[src/rtl/seq_chunk_add.sv]
// Multi-cycle adder: adds two WIDTH-bit operands CHUNK bits per clock with a registered ripple carry.
// Define SEQ_CHUNK_ADD_SUB_EN to add the sub port (a - b via inverted b and forced carry-in).
module seq_chunk_add #(
    parameter int unsigned WIDTH = 8,
    parameter int unsigned CHUNK = 2
) (
    input  logic             clk,
    input  logic             rst_n,
    input  logic             start,
    input  logic [WIDTH-1:0] a,
    input  logic [WIDTH-1:0] b,
    input  logic             cin,
`ifdef SEQ_CHUNK_ADD_SUB_EN
    input  logic             sub,
`endif
    output logic             busy,
    output logic             done,
    output logic [WIDTH-1:0] sum,
    output logic             cout,
    output logic             overflow
);

    localparam int unsigned N  = WIDTH / CHUNK;
    localparam int unsigned CW = (N > 1) ? $clog2(N) : 1;

    typedef enum logic [1:0] {IDLE, RUN, DONE} state_t;

    state_t           state;
    logic [WIDTH-1:0] a_sh;
    logic [WIDTH-1:0] b_sh;
    logic [WIDTH-1:0] res_sh;
    logic             carry;
    logic [CW-1:0]    cnt;

    logic [CHUNK-1:0] chunk_sum;
    logic [CHUNK:0]   chunk_c;
    logic [WIDTH-1:0] res_next;
    logic             last;
    logic [WIDTH-1:0] b_load;
    logic             c_load;

    // Bit-level ripple so the carry into the chunk MSB is visible for overflow.
    always_comb begin
        chunk_c    = '0;
        chunk_sum  = '0;
        chunk_c[0] = carry;
        for (int unsigned i = 0; i < CHUNK; i++) begin
            chunk_sum[i]   = a_sh[i] ^ b_sh[i] ^ chunk_c[i];
            chunk_c[i+1]   = (a_sh[i] & b_sh[i]) | (chunk_c[i] & (a_sh[i] ^ b_sh[i]));
        end
    end

    always_comb begin
        res_next = (res_sh >> CHUNK) | (WIDTH'(chunk_sum) << (WIDTH - CHUNK));
        last     = (cnt == CW'(N - 1));
    end

`ifdef SEQ_CHUNK_ADD_SUB_EN
    always_comb begin
        b_load = sub ? ~b : b;
        c_load = sub ? 1'b1 : cin;
    end
`else
    always_comb begin
        b_load = b;
        c_load = cin;
    end
`endif

    always_ff @(posedge clk or negedge rst_n) begin
        if (!rst_n) begin
            state    <= IDLE;
            a_sh     <= '0;
            b_sh     <= '0;
            res_sh   <= '0;
            carry    <= 1'b0;
            cnt      <= '0;
            busy     <= 1'b0;
            done     <= 1'b0;
            sum      <= '0;
            cout     <= 1'b0;
            overflow <= 1'b0;
        end else begin
            case (state)
                IDLE, DONE: begin
                    done <= 1'b0;
                    if (start) begin
                        a_sh   <= a;
                        b_sh   <= b_load;
                        carry  <= c_load;
                        res_sh <= '0;
                        cnt    <= '0;
                        busy   <= 1'b1;
                        state  <= RUN;
                    end else begin
                        state <= IDLE;
                    end
                end
                RUN: begin
                    a_sh   <= a_sh >> CHUNK;
                    b_sh   <= b_sh >> CHUNK;
                    res_sh <= res_next;
                    carry  <= chunk_c[CHUNK];
                    cnt    <= cnt + CW'(1);
                    if (last) begin
                        sum      <= res_next;
                        cout     <= chunk_c[CHUNK];
                        overflow <= chunk_c[CHUNK] ^ chunk_c[CHUNK-1];
                        done     <= 1'b1;
                        busy     <= 1'b0;
                        state    <= DONE;
                    end
                end
                default: state <= IDLE;
            endcase
        end
    end

endmodule

[config.mk]
export PLATFORM = sky130hd
export DESIGN_NAME = seq_chunk_add
export DESIGN_NICKNAME = d
export VERILOG_FILES = /design/src/rtl/seq_chunk_add.sv
export SDC_FILE = /design/constraint.sdc
export NUM_CORES = 1
export LEC_CHECK = 0
export BUFFER_PORTS_ARGS = -buffer_cell sky130_fd_sc_hd__buf_2
export CAP_MARGIN = 5
export CORE_MARGIN = 10
export CORE_UTILIZATION = 45
export DETAILED_ROUTE_END_ITERATION = 7
export PLACE_DENSITY = 0.73
export SLEW_MARGIN = 20
export SYNTH_ARGS = -nofsm -noshare
export SYNTH_HDL_FRONTEND = slang
export SYNTH_SLANG_ARGS = --single-unit
[constraint.sdc]
create_clock -name clk -period 1.8 [get_ports clk]
set_input_delay 0.09 -clock clk [delete_from_list [all_inputs] [get_ports clk]]
set_output_delay 0.09 -clock clk [all_outputs]
set_load 0.02 [all_outputs]
==> reports/qor.txt, run 1 <==
Synth Net Count -> 198
Drt initial violations -> 77
Clock transition at path regs -> 0.08 ns
Antenna violations before repair -> 0
Transition time of the tightest slew-check pin -> 0.6505 ns
Overall die height -> 86.18 microns
Fraction of layout instances using a drive strength above 1 -> 30.00%
Number of stages on the worst hold path -> 3
Critical-path top delay cell -> fa_1
Reg-to-reg critical path endpoint -> res_sh[7]
First-pass GRT wire length -> 6520 microns
Mapped Cells -> 175
Filler instances -> 411
Number of input and output port buffers inserted -> 31
Critical path peak fanout -> 3
Shortest period the worst path allows -> 1.748 ns
CP Cell Sequence -> inv_2, fa_2, fa_1, o21ai_0, a22o_1
Final weighted congestion of routability-driven global placement -> 0.7041
Share of the yosys chip area belonging to registers -> 49.52%
Setup TNS after final layout -> 0 ns
Final total power -> 3974 uW
Stage delay of the slowest cell on the critical path -> 0.50 ns
Detailed-route vias per instance -> 5.176
Number of buffers on the longest clock path -> 2
Total detailed-routing wirelength -> 3774 microns
Avg Cell Area, Syn -> 11.26 sq um
Core box area -> 4294 sq um
Min-Delay Startpoint -> a[2]
Synthesis-to-finish area growth -> 14.10%
Remaining DRCs -> 0
Number of core rows -> 24
Worst vdd rail ir drop -> 0.5872 mV
Non-Filler Cell Area, Final -> 2248 sq um
Required time worst endpoint -> 1.99 ns
Root cell of the clock tree -> clkbuf_8
Flop-to-flop setup slack -> 0.05 ns
Max-slew headroom at the worst pin -> 56.63%
Die W -> 86.18 microns
Result of the run -> finished clean
Endpoint kind of the worst setup timing path -> flip-flop
Startpoint of the lowest-slack register-to-register path -> carry
Data arrival at the endpoint of the critical path -> 1.94 ns
Maximum clock frequency -> 572.0 MHz
Via count -> 1356
Final Hold Slack -> 0.06043 ns
Sequential cell area -> 975.9 sq um
Diodes inserted -> 0
Max-slew violation count -> 0
Leak -> 0.001049 uW
Total of max-cap violations -> 0
Final hold violation count -> 0
1st-pass router iterations -> 4
Total congestion overflow -> 0
Via count of the first global-routing pass -> 1361
Finish-stage setup viols -> 0
TritonCTS clock tree -> yes
Clock latency at the later pin of the worst-skew pair -> 0.30 ns
PD cells -> 1768 nW/um^2
GR Util All Layers -> 10.93%
Final worst-path cycle share -> 97.13%
Area used by multi-input combinational logic -> 864.6 sq um
Effective utilization at floorplan -> 45.89%
Setup repair after global routing missed its margin -> false
CP Launch Type -> flip-flop
Average wire per cell in the routed design -> 14.40 microns
Nets@finish -> 232
Total Die Area -> 7426 sq um
Hold Crit Class -> input pin to flip-flop
Sum of net half-perimeters after detailed placement -> 2491 microns
Startpoint-to-endpoint class of the critical path -> flip-flop to flip-flop
Worst clock skew on the final layout -> 0.006031 ns
Distinct cells, synth -> 24
Hold path endpoint -> a_sh[2]
Clock H-tree levels -> 2
Ys Warns -> 0
Placement Cell Area -> 2137 sq um
Clock buffer count from CTS -> 5
Highest-count cells in the layout ignoring fill and taps -> dfrtp_1, buf_2, mux2i_1
Commonest non-fill, non-tap cell in the layout -> dfrtp_1
Number of top-level pins -> 32
Area of the mapped netlist -> 1971 sq um
Final ANT Viol Nets -> 0
Number of register bits inferred by synthesis -> 39
Number of clock sinks seen by CTS -> 39
Pin count of the biggest net entering global routing -> 40
R2R cell count -> 5
[worst max-delay path by stage]
stage / start / to / slack, ns / depth (start not counted)
finish: carry / res_sh[7] / 0.05 / 5
floorplan: a_sh[0] / res_sh[7] / 0.05 / 5
detailed placement: a_sh[0] / res_sh[7] / -0.009 / 5
global placement: a_sh[0] / res_sh[7] / 0.03 / 5
CTS: a_sh[0] / res_sh[7] / 0.05 / 5
global route: carry / res_sh[7] / 0.002 / 5
[Yosys cell counts, drive strengths merged]
library cell / instances / share of area [%]
dfrtp: 39 / 50
mux2i: 16 / 8.1
a21oi: 14 / 3.6
nor2b: 14 / 4.4
a211oi: 13 / 5.0
o21ai: 13 / 3.3
buf: 12 / 5.0
mux2: 12 / 7.0
inv: 7 / 1.3
nand2: 7 / 1.3
a22o: 5 / 2.2
nand2b: 5 / 1.6
nand3: 5 / 1.3
nor2: 3 / 0.57
clkbuf: 2 / 0.38
fa: 2 / 2.0
xnor2: 2 / 0.89
ha: 1 / 0.63
nand3b: 1 / 1.0
o21a: 1 / 0.38
o21bai: 1 / 0.38
[cell type report]
class	instances	share of cell area [%]
flip-flops and latches	39	43.41
multi-input cells	115	38.45
repair buffers	41	10.35
clock buffers	5	3.061
well taps	52	2.894
inverters	7	1.169
clock inverters	3	0.6678
[report_power, final]
part	total [uW]	switching [uW]	leakage, uW	internal, uW
clock network	571	306	0.0000477	265
registers	1560	287	0.000485	1280
logic	1840	917	0.000517	925
total	3970	1510	0.00105	2470
[worst max-delay path: cells and delay by family (launching register included)]
family | cells | cell delay (ns)
flops | 1 | 0.38
buf+inv | 1 | 0.05
fa+ha+maj | 2 | 0.90
compound gates | 2 | 0.31
[cells by family after synthesis]
group / count (synthesis) / share of synthesized area [%]
AO/OA/AOI/OAI: 47 / 14.79
flip-flops: 39 / 49.52
AND/OR/NAND/NOR: 35 / 10.22
multiplexers: 28 / 15.17
buffers and inverters: 21 / 6.730
adder cells (fa/ha/maj): 3 / 2.667
XOR/XNOR: 2 / 0.8891
[state kept, by name (all words and copies together) (netlist names)]
name	flops
carry	1
cout	1
busy	1
done	1
overflow	1
a_sh	8
b_sh	8
res_sh	6
state	2
cnt	2
sum	8
[repair_timing]
item | in CTS | in global routing
pin swaps | 0 | 1
hold buffers | 1 | 0
buffers inserted | 0 | 2
resized for setup | 1 | 1
endpoints found under the setup margin | 1 | 1
endpoints found under the hold margin | 39 | 0
[per-layer routing]
layer  global-route usage [%]  part of all wire, %  routed length [microns]
met5                        0                    0                        0
met4                    4.418                  1.7                       63
met3                    5.535                  7.4                      281
met2                    16.02                   42                     1587
met1                    13.31                   49                     1841
[per-stage QoR]
stage,std cells,util [%],setup WS [ns]
6_report,262,52.36,0.05169
5_1_grt,262,52.36,0.001675
4_1_cts,260,52.01,0.04831
3_5_place_dp,251,49.77,-0.009366
3_3_place_gp,251,49.77,0.03320
2_1_floorplan,175,-,0.05416
(Power assumes the default switching activity.)
==> run 2, diff against run 1 <==
Settings changed: BUFFER_PORTS_ARGS -buffer_cell sky130_fd_sc_hd__buf_2 to -buffer_cell sky130_fd_sc_hd__clkbuf_2.
==> run 2 against run 1 <==
Register-to-register slack barely moved. Critical path type unchanged. Final area rose by 1.7%. Via count rose by 0.88%. Maximum frequency fell by 0.58%. Sequential power barely moved. Die area did not move. Combinational power rose by 2%.
==> reports/qor.txt, run 2 (synthesized netlist as in run 1, its figures left out) <==
Maximum clock frequency -> 568.7 MHz (-0.58%)
Area used by multi-input combinational logic -> 864.6 sq um (unchanged)
Kind of cell with the highest combined delay on the critical path -> adder cells
Buf+Inv Stages, Crit Path -> 1 (unchanged)
Highest-count cells in the layout ignoring fill and taps -> dfrtp_1, clkbuf_2, mux2i_1
Core box area -> 4294 sq um (unchanged)
Shortest period the worst path allows -> 1.758 ns (+0.01019 ns)
Clock H-tree levels -> 2 (unchanged)
Max-slew headroom at the worst pin -> 46.49% (-10 points)
GR Util All Layers -> 10.92% (-0.013 points)
Total of max-cap violations -> 0 (unchanged)
Result of the run -> finished clean
Critical-path top delay cell -> fa_1
Total detailed-routing wirelength -> 3900 microns (+3.3%)
Diodes inserted -> 0 (unchanged)
Final setup margin -> 0.04150 ns (-0.01019 ns)
Drt initial violations -> 23 (-70%)
Amount of wire on met3 after detailed routing -> 209 microns (-26%)
Wl on met1 -> 1899 microns (+3.2%)
Finish-stage setup viols -> 0 (unchanged)
Endpoint kind of the worst setup timing path -> flip-flop
Number of buffers on the longest clock path -> 2 (unchanged)
Clock buffer count from CTS -> 5 (unchanged)
Final hold violation count -> 0 (unchanged)
Critical path peak fanout -> 3 (unchanged)
Stage delay of the slowest cell on the critical path -> 0.54 ns (+0.04 ns)
Nets@finish -> 235 (+1.3%)
Leak -> 0.001070 uW (+2.0%)
Commonest non-fill, non-tap cell in the layout -> dfrtp_1
Pin count of the biggest net entering global routing -> 34 (-15%)
Worst vdd rail ir drop -> 0.5619 mV (-4.3%)
Data arrival at the endpoint of the critical path -> 1.94 ns (about the same)
Total placed cells including tap cells -> 254 (+1.2%)
Synthesis-to-finish area growth -> 16.06%
Final Hold Slack -> 0.06126 ns (+0.0008327 ns)
CP Cell Sequence -> inv_2, fa_2, fa_1, o21ai_1, a22o_1
Via count of the first global-routing pass -> 1341 (-1.5%)
Effective utilization at floorplan -> 45.89% (unchanged)
Detailed-route vias per instance -> 5.182 (+0.12%)
TritonCTS clock tree -> yes
Uppermost metal layer occupied by signal nets -> met4
Number of core rows -> 24 (unchanged)
First-pass GRT wire length -> 6513 microns (-0.11%)
Clock transition at path regs -> 0.07 ns (about the same)
Remaining DRCs -> 0 (unchanged)
Total congestion overflow -> 0 (unchanged)
Setup repair after global routing missed its margin -> true
Fraction of layout instances using a drive strength above 1 -> 30.66% (+0.66 points)
Root cell of the clock tree -> clkbuf_8
Required time worst endpoint -> 1.99 ns (about the same)
Met2 layer wire length in the routed design -> 1720 microns (+8.4%)
Worst clock skew on the final layout -> 0.003502 ns (-0.002529 ns)
Number of clock sinks seen by CTS -> 39 (unchanged)
CP Launch Type -> flip-flop
Final total power -> 4041 uW (+1.7%)
Via count -> 1368 (+0.88%)
1st-pass router iterations -> 4 (unchanged)
Antenna violations before repair -> 0 (unchanged)
Filler instances -> 392 (-4.6%)
Number of top-level pins -> 32 (unchanged)
Hold Crit Class -> input pin to flip-flop
Number of input and output port buffers inserted -> 31 (unchanged)
Average wire per cell in the routed design -> 14.77 microns (+2.6%)
Number of cells in the finished layout apart from fillers -> 264 (+0.76%)
Final ANT Viol Nets -> 0 (unchanged)
Startpoint-to-endpoint class of the critical path -> flip-flop to flip-flop
Top flop regs -> a_sh: 8 flops, b_sh: 8 flops, sum: 8 flops
Overall die height -> 86.18 microns (unchanged)
Final worst-path cycle share -> 97.69% (+0.57 points)
Clock latency at the later pin of the worst-skew pair -> 0.30 ns (about the same)
Final weighted congestion of routability-driven global placement -> 0.7200 (+2.3%)
Max-slew violation count -> 0 (unchanged)
PD cells -> 1767 nW/um^2 (about the same)
Transition time of the tightest slew-check pin -> 0.8026 ns (+0.1521 ns)
Die W -> 86.18 microns (unchanged)
Total Die Area -> 7426 sq um (unchanged)
Worst slack at placement -> -0.02598 ns (-0.01662 ns)
Sequential cell area -> 975.9 sq um (unchanged)
Sum of net half-perimeters after detailed placement -> 2728 microns (+9.5%)
-- run 2: worst min-delay path: cells and delay by family --
kind | cells | cell delay, ns
AO/OA/AOI/OAI | 2 | 0.15
buffers and inverters | 1 | 0.07
-- run 2: metal layers --
layer | vias to the layer above | GRT usage, %
li1 | 688 | -
met1 | 641 | 13.39
met5 | - | 0
met3 | 10 | 4.128
met2 | 29 | 16.70
met4 | 0 | 4.860
-- run 2: layout make-up --
| type | count | area share [%] |
|---|---|---|
| tap | 52 | 2.845 |
| sequential | 39 | 42.67 |
| multi-input combinational | 115 | 37.80 |
| inverter | 7 | 1.149 |
| clock buffer | 6 | 3.611 |
| timing repair buffer | 44 | 11.71 |
| clock inverter | 1 | 0.2188 |
-- run 2: path summary, 6_finish.rpt --
| kind | endpoint | cells after the start | startpoint | slack, ns |
|---|---|---|---|---|
| max | res_sh[7] | 5 | carry | 0.04 |
| max in group asynchronous | carry | 3 | rst_n | 0.80 |
| min | b_sh[2] | 3 | b[2] | 0.06 |
| max reg2reg | res_sh[7] | 5 | carry | 0.04 |
| min reg2reg | sum[6] | 2 | sum[6] | 0.48 |
| min in group asynchronous | sum[1] | 2 | rst_n | 0.41 |
-- run 2: metrics by stage --
step	setup TNS (ns)	util [%]	instance area, sq um
global route	-0.02910	53.26	2287
finish	0	53.26	2287
CTS	0	53.09	2280
floorplan	0	-	1971
detailed placement	-0.02598	50.58	2172
global placement	0	50.58	2172
-- run 2: timing repair --
item | 4_1_cts | 5_1_grt
buffers inserted | 1 | 1
pin swaps | 0 | 3
setup endpoints to repair | 1 | 1
resized for setup | 1 | 2
hold buffers | 1 | 0
endpoints found under the hold margin | 29 | 0
-- run 2: power breakdown --
part	internal, uW	leakage [uW]	switching [uW]
sequential	1280	0.000485	286
clock	301	0.0000470	302
combinational	939	0.000539	937
==> run 3, diff against run 2 <==
Settings changed: PLACE_DENSITY 0.73 to 0.71.
Clock period 1.8 ns to 2.1 ns, I/O delays scaled along.
==> run 3 against run 2 <==
Sequential power shrank 12%. Global-route usage fell by 0.24 points. Count of clock-buffer cells in the layout unchanged. Die area stayed put. Clock skew is 0.0044 ns higher. Core utilization fell by 1.2 points. Largest power group unchanged. Worst hold slack gained 0.026 ns.
==> reports/qor.txt, run 3 (synthesized netlist as in run 1, its figures left out) <==
Met1 track demand over resource in global routing -> 13.44% (+0.053 points)
GR Util All Layers -> 10.68% (-0.24 points)
Clock latency at the later pin of the worst-skew pair -> 0.29 ns (about the same)
Overall die height -> 86.18 microns (unchanged)
Area used by multi-input combinational logic -> 862.1 sq um (-0.29%)
Stage delay of the slowest cell on the critical path -> 0.52 ns (-0.02 ns)
Endpoint kind of the worst setup timing path -> flip-flop
Number of top-level pins -> 32 (unchanged)
TritonCTS clock tree -> yes
Maximum clock frequency -> 540.3 MHz (-5.0%)
Highest-utilization routing layer at the global route stage -> met2
Via count of the first global-routing pass -> 1389 (+3.6%)
Startpoint-to-endpoint class of the critical path -> flip-flop to flip-flop
Final core occ -> 52.10% (-1.2 points)
Transition time of the tightest slew-check pin -> 0.4881 ns (-0.3145 ns)
Clock transition at path regs -> 0.08 ns (about the same)
First-pass GRT wire length -> 6513 microns (unchanged)
Final ANT Viol Nets -> 0 (unchanged)
Filler instances -> 384 (-2.0%)
Met3 track demand over resource in global routing -> 4.784% (+0.66 points)
PD cells -> 1507 nW/um^2 (-15%)
Worst vdd rail ir drop -> 0.6507 mV (+16%)
Setup TNS after final layout -> 0 ns (unchanged)
Max-slew violation count -> 0 (unchanged)
Leak -> 0.001038 uW (-3.0%)
Fraction of layout instances using a drive strength above 1 -> 27.54% (-3.1 points)
Total Die Area -> 7426 sq um (unchanged)
Most used cell along the critical path -> fa_1
Die W -> 86.18 microns (unchanged)
Critical path peak fanout -> 3 (unchanged)
Detailed-route vias per instance -> 5.197 (+0.29%)
Effective utilization at floorplan -> 45.89% (unchanged)
Total of max-cap violations -> 0 (unchanged)
Hold Crit Class -> input pin to flip-flop
Number of input and output port buffers inserted -> 31 (unchanged)
Max-slew headroom at the worst pin -> 67.46% (+21 points)
Total detailed-routing wirelength -> 3812 microns (-2.3%)
Number of clock sinks seen by CTS -> 39 (unchanged)
Via count -> 1346 (-1.6%)
Total congestion overflow -> 0 (unchanged)
Sequential cell area -> 975.9 sq um (unchanged)
Clock buffer count from CTS -> 5 (unchanged)
1st-pass router iterations -> 3 (-1)
Shortest period the worst path allows -> 1.851 ns (+0.09231 ns)
Nets@finish -> 229 (-2.6%)
Critical-path top delay cell -> fa_1
Clock H-tree levels -> 2 (unchanged)
Average wire per cell in the routed design -> 14.72 microns (-0.37%)
Root cell of the clock tree -> clkbuf_8
Worst clock skew on the final layout -> 0.007862 ns (+0.004360 ns)
Synthesis-to-finish area growth -> 13.52%
Data arrival at the endpoint of the critical path -> 2.03 ns (+0.09 ns)
Final worst-path cycle share -> 88.13% (-9.6 points)
Antenna violations before repair -> 0 (unchanged)
Met2 Use GR -> 16.16% (-0.54 points)
Number of buffers on the longest clock path -> 2 (unchanged)
Number of instances resized during post-cts repair -> 0 (-1)
Sum of net half-perimeters after detailed placement -> 2675 microns (-2.0%)
Diodes inserted -> 0 (unchanged)
Result of the run -> finished clean
Number of core rows -> 24 (unchanged)
Remaining DRCs -> 0 (unchanged)
Top flop regs -> a_sh: 8 flops, b_sh: 8 flops, sum: 8 flops
Final weighted congestion of routability-driven global placement -> 0.6554 (-9.0%)
CP Cell Sequence -> inv_1, fa_1, fa_1, o21ai_0, a22o_1
Highest-count cells in the layout ignoring fill and taps -> dfrtp_1, clkbuf_2, mux2i_1
CP Launch Type -> flip-flop
Core box area -> 4294 sq um (unchanged)
Commonest non-fill, non-tap cell in the layout -> dfrtp_1
Setup repair after global routing missed its margin -> false
Final hold violation count -> 0 (unchanged)
Finish-stage setup viols -> 0 (unchanged)
Drt initial violations -> 62 (+170%)
Required time worst endpoint -> 2.28 ns (+0.29 ns)
Pin count of the biggest net entering global routing -> 40 (+18%)
==> run 3: changes by cell type in the layout (fill, tap and decap cells not counted), sizes merged <==
cell	previous run	this run
buf	12	6
clkinvlp	0	1
==> run 3: area by class of cell <==
type                    count  share of cell area, %
clock buffers               6                  3.244
clock inverters             2                 0.5593
inverters                   7                  1.174
multi-input cells         115                  38.53
flip-flops and latches     39                  43.62
well taps                  52                  2.908
repair buffers             38                  9.955
==> run 3: metal layers <==
| metal | wire length [microns] | vias to the layer above |
|---|---|---|
| met5 | 0 | - |
| met4 | 36 | 0 |
| met3 | 287 | 6 |
| met2 | 1634 | 32 |
| met1 | 1853 | 636 |
| li1 | - | 672 |
==> run 3: critical path, delay by kind of cell (launching register included) <==
kind,cells,cell delay [ns]
compound gates,2,0.32
flops,1,0.37
fa+ha+maj,2,0.99
buf+inv,1,0.06
==> run 3: what timing repair did <==
action / 4_1_cts / 5_1_grt
hold buffers: 1 / 0
endpoints found under the hold margin: 39 / 0
buffers inserted: 0 / 0
endpoints found under the setup margin: 0 / 0
==> run 3: power by group <==
part           total (uW)  switching (uW)  leakage, uW  internal, uW
Clock                 494             262    0.0000412           232
Combinational        1500             755     0.000512           746
Sequential           1380             284     0.000485          1090
Total                3370            1300      0.00104          2070
==> run 3: path summary, 6_finish.rpt <==
check                      cells after the start        end  slack [ns]  startpoint
max                                            5  res_sh[7]        0.25     a_sh[0]
min                                            3    b_sh[2]        0.09        b[2]
max reg2reg                                    5  res_sh[7]        0.25     a_sh[0]
min reg2reg                                    2     sum[6]        0.49      sum[6]
max in group asynchronous                      3    a_sh[2]        1.35       rst_n
min in group asynchronous                      3     sum[5]        0.41       rst_n
==> run 3: per-stage QoR <==
step	total power [uW]	setup slack (ns)	hold slack [ns]	std cells	cell area (sq um)
detailed placement	2914	0.2476	0.1949	250	2142
finish	3371	0.2492	0.08690	259	2237
floorplan	2541	0.3542	-0.1906	175	1971
CTS	3417	0.2352	0.08910	259	2237
global route	3659	0.1610	0.09853	259	2237
global placement	2837	0.3187	0.1862	250	2142
